File: config.mk
export PLATFORM = sky130hd
export DESIGN_NAME = switch_debouncer
export DESIGN_NICKNAME = d
export VERILOG_FILES = /design/src/rtl/switch_debouncer.sv
export SDC_FILE = /design/constraint.sdc
export NUM_CORES = 1
export LEC_CHECK = 0
export CAP_MARGIN = 20
export CORE_ASPECT_RATIO = 0.5
export CORE_MARGIN = 2
export CORE_UTILIZATION = 50
export CTS_CLUSTER_DIAMETER = 40
export CTS_CLUSTER_SIZE = 20
export DETAILED_ROUTE_END_ITERATION = 16
export PLACE_DENSITY = 0.64
export REMOVE_ABC_BUFFERS = 1
export SETUP_SLACK_MARGIN = 0.1
export SLEW_MARGIN = 20
export SYNTH_ARGS = -nofsm -noshare
export SYNTH_HDL_FRONTEND = slang
export SYNTH_SLANG_ARGS = --single-unit
File: constraint.sdc
create_clock -name Clk -period 5.4 [get_ports Clk]
set_input_delay 0.81 -clock Clk [delete_from_list [all_inputs] [get_ports Clk]]
set_output_delay 0.81 -clock Clk [all_outputs]
set_load 0.05 [all_outputs]
File: src/rtl/switch_debouncer.sv
`default_nettype none
// ============================================================================
// Module   : switch_debouncer
// Purpose  : Per-bit two-flop synchronizer plus stability counter for bouncing
//            slide switches; SW_clean is flop-driven and safe as a latch gate.
//            Optional macro SW_EDGE_PULSE_EN adds registered SW_rise/SW_fall.
// Revision : 1.0
// ============================================================================
module switch_debouncer #(
  parameter int WIDTH   = 2,
  parameter int CNT_MAX = 500000,
  parameter int CNT_W   = 19
) (
  input  logic             Clk,
  input  logic             Resetn,
  input  logic [WIDTH-1:0] SW_raw,
  output logic [WIDTH-1:0] SW_clean,
  output logic [WIDTH-1:0] SW_rise,
  output logic [WIDTH-1:0] SW_fall
);

  localparam logic [CNT_W-1:0] C_CNT_LAST = CNT_W'(CNT_MAX - 1);
  localparam logic [CNT_W-1:0] C_CNT_ONE  = CNT_W'(1);

  logic [WIDTH-1:0] r_sync1;
  logic [WIDTH-1:0] r_sync2;
  logic [WIDTH-1:0] w_clean_nxt;

  always_ff @(posedge Clk or negedge Resetn) begin
    if (!Resetn) begin
      r_sync1 <= '0;
      r_sync2 <= '0;
    end else begin
      r_sync1 <= SW_raw;
      r_sync2 <= r_sync1;
    end
  end

  genvar i;
  for (i = 0; i < WIDTH; i++) begin : g_bit
    logic [CNT_W-1:0] r_cnt;
    logic             w_differ;
    logic             w_expire;

    assign w_differ = r_sync2[i] ^ SW_clean[i];
    // The >= compare keeps the counter bounded even from an unexpected value.
    assign w_expire = w_differ && (r_cnt >= C_CNT_LAST);
    assign w_clean_nxt[i] = w_expire ? r_sync2[i] : SW_clean[i];

    always_ff @(posedge Clk or negedge Resetn) begin
      if (!Resetn) begin
        r_cnt <= '0;
      end else if (!w_differ || w_expire) begin
        r_cnt <= '0;
      end else begin
        r_cnt <= r_cnt + C_CNT_ONE;
      end
    end
  end

  always_ff @(posedge Clk or negedge Resetn) begin
    if (!Resetn) begin
      SW_clean <= '0;
    end else begin
      SW_clean <= w_clean_nxt;
    end
  end

`ifdef SW_EDGE_PULSE_EN
  logic [WIDTH-1:0] r_rise;
  logic [WIDTH-1:0] r_fall;

  always_ff @(posedge Clk or negedge Resetn) begin
    if (!Resetn) begin
      r_rise <= '0;
      r_fall <= '0;
    end else begin
      r_rise <= w_clean_nxt & ~SW_clean;
      r_fall <= ~w_clean_nxt & SW_clean;
    end
  end

  assign SW_rise = r_rise;
  assign SW_fall = r_fall;
`else
  assign SW_rise = '0;
  assign SW_fall = '0;
`endif

endmodule
`default_nettype wire

== Word-level counts from Yosys, hierarchy flattened ==
Index checks and enable logic that the tools add are counted.

* Bitwise operators: 2
* $add $sub $neg: 2
* Order comparisons: 2
* Reductions and logical operators: 6
* Mux-type cells: 2

{| class="wikitable"
|+ Operators by type and width
! kind !! number
|-
| adder 19 x 1 -> 19 bit (second input constant) || 2
|-
| >= comparator 19 bit (second input constant) || 2
|-
| 2-to-1 mux 19 bit || 2
|-
| logical AND 1 bit || 2
|-
| logical NOT 1 bit || 2
|-
| logical OR 1 bit || 2
|-
| XOR 1 bit || 2
|}

* Logic and storage cells: 20
* Flip-flop bits (word level): 44
* Input port bits: 4

== Logic depth before layout (Yosys ltp) ==
Gate-level depths: netlist of run 1.

* Depth after elaboration: 4
* Gate-level depth with buffers: 8

== Worst setup path after synthesis of run 1 ==
OpenSTA, ideal clock, no wires.

* Kind: register to register
* From: register g_bit[1].r_cnt[9]
* To: register g_bit[1].r_cnt[11]
* Data required time: 5.277 ns
* Path buffers: 2
* Slack: 3.189 ns
* Stages on the path, launching flop included: 8
* Arrival time: 2.088 ns
* Cell sequence: dfrtp_1 -> or4_4 -> or4_1 -> a21oi_1 -> or3_1 -> buf_6 -> buf_12 -> nor2_4

* Cells in the longest elaborated chain, start to end: 4
* Elaborated cells between the ends (all ways): 5

{| class="wikitable"
|+ RTL lines
! element !! RTL line !! source
|-
| start, declared || 41 || <nowiki>logic [CNT_W-1:0] r_cnt;</nowiki>
|-
| start signal, assigned || 56 || <nowiki>r_cnt <= r_cnt + C_CNT_ONE;</nowiki>
|-
| >= comparator 19 bit || 47 || <nowiki>assign w_expire = w_differ && (r_cnt >= C_CNT_LAST);</nowiki>
|-
| logical AND 1 bit || 47 ||
|-
| logical OR 1 bit || 53 || <nowiki>end else if (!w_differ || w_expire) begin</nowiki>
|-
| 2-to-1 mux 19 bit * || 53 ||
|}

Every way passes the cells marked *; elsewhere a longest branch is shown, timed or not.
A chain may end at the register's enable or synchronous reset.

== Final worst setup path of run 1 ==
* From: register g_bit[1].r_cnt[9]
* To: register g_bit[1].r_cnt[9]

Same word-level chain as after synthesis.

==> results.json, run 1 <==
{
  "status": "completed",
  "h-tree-depth": 2,
  "hold_path.class": "reg2reg",
  "max_stage_delay_ps": 580,
  "p_int_mw": 0.429,
  "tns_ps": 0,
  "synth_area_um2": 2240,
  "gp_congestion": 0.856,
  "cts_buffers": 5,
  "cts_post_setup_buffers_inserted": 0,
  "period_share": 0.470,
  "fin_worst_skew_ps": 12.1,
  "hold_violations": 0,
  "cts_tree": "built",
  "swShare": 0.244,
  "postRouteAntennaNets": 0,
  "p_total_mw": 0.567,
  "power.share.clock": 0.352,
  "slew_viol_final": 0,
  "nFillCells": 382,
  "switchingPower_mw": 0.138,
  "maxCapViolations": 0,
  "core_area_um2": 4360,
  "grt_overflow": 0,
  "nNetsFinal": 229,
  "synth_seq_cells": 44,
  "slew_headroom": 0.356,
  "synth_ff_type": "dfrtp_1",
  "clock_sinks": 44,
  "grt_antenna_before_repair": 0,
  "wl_per_cell_um": 13.0,
  "syn_area_per_cell_um2": 10.4,
  "synth-edff-count": 0,
  "mostFrequentLayoutCell": "dfrtp_1",
  "ys_warn_count": 0,
  "initial_core_util": 0.514,
  "die_w_um": 98.7,
  "power_density_nw_per_um2": 238,
  "design.die.area_um2": 5070,
  "grt_pass1_wl_um": 6180,
  "dr_total_vias": 1474,
  "postCtsHoldBufs": 0,
  "path_class": "reg2reg",
  "power_frac_seq": 0.598,
  "rows": 17,
  "hpwl_um": 2450,
  "multi_input_area_um2": 1050,
  "antenna_cells": 0,
  "clock_path_buffers": 2,
  "route.met2.wl_um": 1630,
  "area_growth_pct": 6.25,
  "drc": 0,
  "finalCriticalPeriod_ps": 2540,
  "register_area_um2": 1100,
  "worst_pin_slew_ps": 966,
  "grt_max_degree": 45,
  "root_buffer": "clkbuf_8",
  "io-pin-count": 10,
  "crit_chain": "or4_4 -> or4_1 -> a21oi_1 -> or3_2 -> nor2_1",
  "slowest_stage": "or4_4",
  "grt_usage": 0.158,
  "leakage_nw": 0.977,
  "rsz0062_at_grt": "false",
  "cts_repair_resize_count": 0,
  "ff2ff_path_depth": 5,
  "wl_um": 3650,
  "synthCells": 216,
  "critPathLaunchType": "register",
  "clk_pin_slew_worst_paths_ps": 80,
  "synth-seq-area-share": 0.491,
  "clk_latency_ps": 290,
  "drive_above_1_share": 0.112,
  "top_layer": "met4",
  "vias_per_cell": 5.26,
  "io_buffers": 5,
  "fmax_ghz": 0.394,
  "arrival_ps": 2700,
  "die_h_um": 51.4,
  "drt-initial-drc-count": 31,
  "end_kind": "register",
  "worstPathRequired_ps": 5560,
  "wl_met3_um": 93,
  "ir_drop_mv": 0.123,
  "cp_max_fo": 19,
  "first_pass_iters": 4,
  "setup_viol": 0,
  "power_frac_comb": 0.050,
  "m1WireLength_um": 1880,
  "holdPathStages": 0,
  "synth-async-reset-ratio": 1.00,
  "yosysUniqueCellTypes": 37,
  "grt_pass1_vias": 1371,
  "final_cell_mix": "44 x dfrtp_1, 34 x nor2_1, 18 x xor2_1"
}
power by group through the flow:
stage               combinational, mW  sequential [mW]  clock (mW)
finish                         0.0284            0.339       0.200
global route                   0.0321            0.340       0.222
CTS                            0.0293            0.339       0.208
detailed placement             0.0293            0.345           0
global placement               0.0285            0.345           0
floorplan                      0.0182            0.344           0
area by class of cell:
cell class,count,share of cell area
Clock buffer,5,0.0289
Clock inverter,2,0.00525
Inverter,9,0.0142
Multi-Input combinational cell,158,0.441
Sequential cell,44,0.462
Tap cell,57,0.0299
Timing Repair Buffer,5,0.0189
sequential cells by signal (all words and copies together), names as in the netlist:
name         flops
SW_clean         2
g_bit.r_cnt     38
r_sync1          2
r_sync2          2
Yosys cell counts, types with 2 or more instances:
cell	number	area share
o211ai_1	2	0.0067
nand3_1	12	0.027
nand4_1	9	0.025
or4_1	2	0.0067
and4_1	4	0.016
nor2_4	8	0.040
nor2_2	2	0.0056
inv_1	9	0.015
xnor2_1	16	0.062
nor4_1	4	0.011
nand2_1	13	0.022
xor2_1	18	0.070
ha_1	2	0.011
nor2_1	34	0.057
nor3_1	3	0.0067
mux2_2	2	0.010
a21oi_1	3	0.0067
buf_4	4	0.013
or3_1	3	0.0084
dfrtp_1	44	0.49
and3_1	6	0.017
cell families after synthesis:
kind of cell / after synthesis / synth area share
AO/OA/AOI/OAI: 12 / 0.0508
XOR/XNOR: 34 / 0.133
adder cells (fa/ha/maj): 2 / 0.0112
buffers and inverters: 17 / 0.0463
flip-flops: 44 / 0.491
multiplexers: 2 / 0.0100
other: 1 / 0.00167
AND/OR/NAND/NOR: 104 / 0.257
per-stage QoR:
| step | cells | worst slack, ps | utilization | area [um2] | hold WS (ps) |
|---|---|---|---|---|---|
| 2_1_floorplan | 211 | 2760 | - | 2180 | 331 |
| 6_report | 280 | 2860 | 0.547 | 2380 | 360 |
| 3_5_place_dp | 273 | 2440 | 0.528 | 2300 | 340 |
| 3_3_place_gp | 273 | 2550 | 0.528 | 2300 | 333 |
| 4_1_cts | 280 | 2430 | 0.546 | 2380 | 360 |
| 5_1_grt | 280 | 2730 | 0.547 | 2380 | 370 |
critical path: cells and delay by family (launching register included):
family	cells	cell delay, ps
AOI/OAI and AO/OA	1	190
and+or+nand+nor	4	1770
DFF	1	450
layer usage:
metal  track usage  vias up
li1              -      742
met2         0.256       19
met1         0.208      711
met3        0.0410        2
met5             0        -
met4        0.0594        0
worst paths after layout:
kind / startpoint / endpoint / slack (ps)
max: g_bit[1].r_cnt[9]$_DFF_PN0_ / g_bit[1].r_cnt[9]$_DFF_PN0_ / 2860
min: r_sync1[1]$_DFF_PN0_ / r_sync2[1]$_DFF_PN0_ / 360
max reg2reg: g_bit[1].r_cnt[9]$_DFF_PN0_ / g_bit[1].r_cnt[9]$_DFF_PN0_ / 2860
min reg2reg: r_sync1[1]$_DFF_PN0_ / r_sync2[1]$_DFF_PN0_ / 360
max in group asynchronous: Resetn / g_bit[1].r_cnt[10]$_DFF_PN0_ / 4130
min in group asynchronous: Resetn / g_bit[0].r_cnt[4]$_DFF_PN0_ / 650
(Power assumes the default switching activity.)
==> run 2, diff against run 1 <==
Clock period 5.4 ns to 2.5 ns, I/O delays scaled along.
==> run 2 against run 1 <==
Net effect: first-iteration DRC count stayed put; largest cell class unchanged; hold slack worse by 5.3 ps; critical endpoint unchanged; critical path type unchanged; via count is 2.4% higher; final area is 4.6% higher; worst setup slack worse by 2600 ps; count of clock-buffer cells in the layout is 1 higher; global-route usage is 0.43 points higher; sequential power is 120% higher; clock power grew to 2.7 times the previous value; utilization is 2.5 points higher; non-clock buffer count is 7 higher; highest routed layer unchanged.
==> results.json, run 2 (synthesized netlist as in run 1, its figures left out) <==
{
  "status": "completed",
  "core_area_um2": 4360,
  "wl_per_cell_um": 12.6,
  "cp_max_fo": 13,
  "final_util": 0.572,
  "cts_buffers": 5,
  "leakage_nw": 1.03,
  "ir_drop_mv": 0.272,
  "hpwl_um": 2440,
  "slew_headroom": 0.548,
  "endpoint": "g_bit[1].r_cnt[9]$_DFF_PN0_",
  "grt_pass1_vias": 1442,
  "area_growth_pct": 11.2,
  "clock_sinks": 44,
  "power_density_nw_per_um2": 536,
  "final.setup.worst_slack_ps": 282,
  "dr_total_vias": 1509,
  "hold_slack_ps": 355,
  "arrival_ps": 2400,
  "antenna_cells": 0,
  "setup_viol": 0,
  "stdcell_area_um2": 2490,
  "fin_worst_skew_ps": 5.65,
  "end_kind": "register",
  "largest_register": "g_bit.r_cnt",
  "drive_above_1_share": 0.139,
  "gp_congestion": 0.786,
  "grt_max_degree": 45,
  "drt-initial-drc-count": 31,
  "r2r_start": "g_bit[1].r_cnt[9]$_DFF_PN0_",
  "reg2reg_to": "g_bit[1].r_cnt[9]$_DFF_PN0_",
  "crit_path_start": "g_bit[1].r_cnt[9]$_DFF_PN0_",
  "rows": 17,
  "design.die.area_um2": 5070,
  "drc": 0,
  "clock_path_buffers": 2,
  "grt_usage": 0.162,
  "hold_violations": 0,
  "initial_core_util": 0.514,
  "reg2reg_slack_ps": 280,
  "final_cell_mix": "43 x dfrtp_1, 34 x nor2_1, 18 x xor2_1",
  "maxCapViolations": 0,
  "fmax_ghz": 0.451,
  "worstPathRequired_ps": 2680,
  "ff2ff_path_depth": 6,
  "period_share": 0.887,
  "cts_tree": "built",
  "vias_per_cell": 5.24,
  "final_cells": 288,
  "grt_pass1_wl_um": 6520,
  "hold_path.class": "reg2reg",
  "wl_um": 3640,
  "die_w_um": 98.7,
  "root_buffer": "clkbuf_8",
  "p_total_mw": 1.34,
  "nFillCells": 381,
  "grt_antenna_before_repair": 0,
  "postRouteAntennaNets": 0,
  "dp.cells": 278,
  "slew_viol_final": 0,
  "h-tree-depth": 2,
  "clk_latency_ps": 290,
  "grt_overflow": 0,
  "worst_pin_slew_ps": 672,
  "path_class": "reg2reg",
  "first_pass_iters": 4,
  "rsz0062_at_grt": "false",
  "tns_ps": 0,
  "die_h_um": 51.4,
  "pre_cts_slack_ps": 213,
  "largest_reg_flops": 38,
  "io_buffers": 5,
  "critPathLaunchType": "register",
  "io-pin-count": 10,
  "dpl_cell_area_um2": 2340,
  "mostFrequentLayoutCell": "dfrtp_1",
  "clk_pin_slew_worst_paths_ps": 80,
  "finalCriticalPeriod_ps": 2220,
  "nNetsFinal": 236
}
[run 2: worst min path at each step]
stage / startpoint / end / slack (ps) / cells past startpoint
after CTS: Resetn / g_bit[0].r_cnt[5]$_DFF_PN0_ / 270 / 1
after global routing: r_sync1[1]$_DFF_PN0_ / r_sync2[1]$_DFF_PN0_ / 370 / 0
after floorplan: Resetn / SW_clean[0]$_DFFE_PN0P_ / 80 / 0
after global placement: r_sync1[1]$_DFF_PN0_ / r_sync2[1]$_DFF_PN0_ / 330 / 0
final: r_sync1[1]$_DFF_PN0_ / r_sync2[1]$_DFF_PN0_ / 350 / 0
after detailed placement: r_sync1[1]$_DFF_PN0_ / r_sync2[1]$_DFF_PN0_ / 340 / 0
[run 2: report_power, final]
| part | internal [mW] | switching, mW |
|---|---|---|
| combinational | 0.0232 | 0.0489 |
| clock | 0.297 | 0.236 |
| sequential | 0.722 | 0.00957 |
| total | 1.04 | 0.294 |
[run 2: per-layer routing]
| metal | track usage | routed length, um | vias to the layer above |
|---|---|---|---|
| met2 | 0.252 | 1640 | 19 |
| met5 | 0 | 0 | - |
| li1 | - | - | 758 |
| met3 | 0.0534 | 99 | 4 |
| met4 | 0.0388 | 27 | 0 |
| met1 | 0.223 | 1880 | 728 |
[run 2: cell type report]
cell class / instances / area [um2] / share of cell area
sequential: 44 / 1100 / 0.442
multi-input combinational: 158 / 1050 / 0.423
clock buffer: 6 / 72.6 / 0.0291
tap: 57 / 71.3 / 0.0286
inverter: 9 / 33.8 / 0.0135
clock inverter: 2 / 35.0 / 0.0140
timing repair buffer: 12 / 124 / 0.0497
[run 2: timing repair]
| item | 4_1_cts | 5_1_grt |
|---|---|---|
| hold buffers | 0 | 1 |
| resized for setup | 0 | 5 |
| setup endpoints to repair | 0 | 14 |
| setup buffers | 0 | 0 |
| endpoints found under the hold margin | 0 | 12 |
[run 2: worst max-delay path, stage by stage, from the launching register on]
cell	delay (ps)
dfrtp_2	450
or4_4	560
or4_1	510
a21oi_1	190
or3_4	170
buf_8	160
nor2_1	60
==> run 3, diff against run 2 <==
Settings changed: ABC_CLOCK_PERIOD_IN_PS set to 2500, CORE_ASPECT_RATIO 0.5 to 1.25.
==> run 3 against run 2 <==
Net effect: register-to-register slack worse by 70 ps; count of clock-buffer cells in the layout is the same; sequential share of layout area grew 0.45 points; first-iteration DRC count grew to 3.1 times the previous value; final cell count shrank 0.35%; utilization shrank 0.54 points; highest routed layer unchanged; combinational power fell by 3.7%; critical path type unchanged; largest cell class unchanged; power down 0.33%; worst setup slack worse by 75 ps.
==> results.json, run 3 (synthesized netlist as in run 1, its figures left out) <==
{
  "reg2reg_slack_ps": 210,
  "setup_viol": 0,
  "gp_congestion": 0.803,
  "grt_usage": 0.180,
  "period_share": 0.917,
  "dr_total_vias": 1515,
  "grt_antenna_before_repair": 0,
  "clock_path_buffers": 2,
  "p_total_mw": 1.33,
  "design.die.area_um2": 5040,
  "fmax_ghz": 0.436,
  "wl_um": 3940,
  "grt_max_degree": 45,
  "core_area_um2": 4360,
  "root_buffer": "clkbuf_8",
  "clock_sinks": 44,
  "path_class": "reg2reg",
  "antenna_cells": 0,
  "wl_per_cell_um": 13.7,
  "rsz0062_at_grt": "false",
  "end_kind": "register",
  "cp_max_fo": 10,
  "postRouteAntennaNets": 0,
  "die_h_um": 78.9,
  "grt_overflow": 0,
  "max_stage_delay_ps": 570,
  "slew_headroom": 0.559,
  "area_growth_pct": 10.0,
  "io-pin-count": 10,
  "vias_per_cell": 5.28,
  "clk_latency_ps": 290,
  "critPathLaunchType": "register",
  "arrival_ps": 2510,
  "mostFrequentLayoutCell": "dfrtp_1",
  "io_buffers": 5,
  "rows": 27,
  "fin_worst_skew_ps": 8.45,
  "initial_core_util": 0.515,
  "first_pass_iters": 4,
  "cts_buffers": 5,
  "power_density_nw_per_um2": 539,
  "ff2ff_path_depth": 6,
  "ir_drop_mv": 0.389,
  "dp.cells": 279,
  "drt-initial-drc-count": 95,
  "hpwl_um": 2770,
  "h-tree-depth": 2,
  "status": "completed",
  "finalCriticalPeriod_ps": 2290,
  "worst_pin_slew_ps": 656,
  "slew_viol_final": 0,
  "largest_reg_flops": 38,
  "reg2reg_to": "g_bit[1].r_cnt[8]$_DFF_PN0_",
  "leakage_nw": 1.02,
  "nNetsFinal": 234,
  "maxCapViolations": 0,
  "slowest_stage": "or4_4",
  "final_cell_mix": "43 x dfrtp_1, 34 x nor2_1, 18 x xor2_1",
  "final_cells": 287,
  "worstPathRequired_ps": 2720,
  "largest_register": "g_bit.r_cnt",
  "hold_violations": 0,
  "crit_chain": "or4_4 -> a2111oi_4 -> nor3b_1 -> or3_4 -> buf_4 -> nor2_1",
  "grt_pass1_vias": 1597,
  "hold_path.class": "in2async",
  "drc": 0,
  "cts_tree": "built",
  "clk_pin_slew_worst_paths_ps": 90,
  "die_w_um": 63.9,
  "r2r_start": "g_bit[1].r_cnt[9]$_DFF_PN0_",
  "grt_pass1_wl_um": 7180,
  "drive_above_1_share": 0.135
}
-- run 3: changes by cell type in the layout (fill, tap and decap cells not counted) --
cell | previous run | this run
dlygate4sd3_1 | 1 | 0
buf_4 | 3 | 5
buf_2 | 1 | 0
buf_6 | 1 | 0
buf_8 | 1 | 0
-- run 3: critical path: cells and delay by family, from the launching register on --
| kind | cells | cell delay, ps |
|---|---|---|
| AOI/OAI and AO/OA | 1 | 340 |
| buffers and inverters | 1 | 190 |
| DFF | 1 | 460 |
| and+or+nand+nor | 4 | 1230 |
-- run 3: how the worst max path moves through the flow --
stage                                start                      endpoint  slack (ps)  depth (start not counted)
2_1_floorplan  g_bit[1].r_cnt[9]$_DFF_PN0_  g_bit[1].r_cnt[18]$_DFF_PN0_        -140                          5
3_3_place_gp   g_bit[1].r_cnt[9]$_DFF_PN0_   g_bit[1].r_cnt[9]$_DFF_PN0_         280                          6
3_5_place_dp   g_bit[1].r_cnt[9]$_DFF_PN0_   g_bit[1].r_cnt[2]$_DFF_PN0_         210                          6
4_1_cts        g_bit[1].r_cnt[9]$_DFF_PN0_   g_bit[1].r_cnt[8]$_DFF_PN0_         160                          6
5_1_grt        g_bit[1].r_cnt[9]$_DFF_PN0_   g_bit[1].r_cnt[8]$_DFF_PN0_         110                          6
6_report       g_bit[1].r_cnt[9]$_DFF_PN0_   g_bit[1].r_cnt[8]$_DFF_PN0_         210                          6
-- run 3: area by class of cell --
cell class / instances / area (um2)
Tap cell: 58 / 72.6
Clock buffer: 6 / 72.6
Timing Repair Buffer: 10 / 97.6
Sequential cell: 44 / 1100
Multi-Input combinational cell: 158 / 1050
Fill cell: 383 / 1890
Clock inverter: 2 / 35.0
Inverter: 9 / 33.8
-- run 3: timing repair --
item	in CTS	in global routing
hold endpoints to repair	0	0
setup endpoints to repair	0	9
resized for setup	0	2
hold buffers	0	0
buffers inserted	0	0
-- run 3: metrics by stage --
stage / hold WS (ps) / setup slack [ps] / util / setup TNS (ps) / area (um2)
2_1_floorplan: 79.4 / -144 / - / -2070 / 2180
3_3_place_gp: 335 / 282 / 0.540 / 0 / 2350
3_5_place_dp: 336 / 215 / 0.540 / 0 / 2350
4_1_cts: 263 / 158 / 0.564 / 0 / 2460
5_1_grt: 107 / 112 / 0.566 / 0 / 2470
6_report: 63.2 / 207 / 0.566 / 0 / 2470
-- run 3: layer usage --
| layer | routed length (um) | share of wire | track usage | vias to the layer above |
|---|---|---|---|---|
| met5 | 0 | 0 | 0 | - |
| met2 | 2180 | 0.55 | 0.325 | 16 |
| met1 | 1650 | 0.42 | 0.212 | 747 |
| met4 | 22 | 0.0056 | 0.0609 | 0 |
| li1 | - | - | - | 748 |
| met3 | 91 | 0.023 | 0.0326 | 4 |
-- run 3: power breakdown --
part	switching, mW	internal (mW)
registers	0.00954	0.722
clock network	0.234	0.297
logic	0.0495	0.0200
total	0.293	1.04
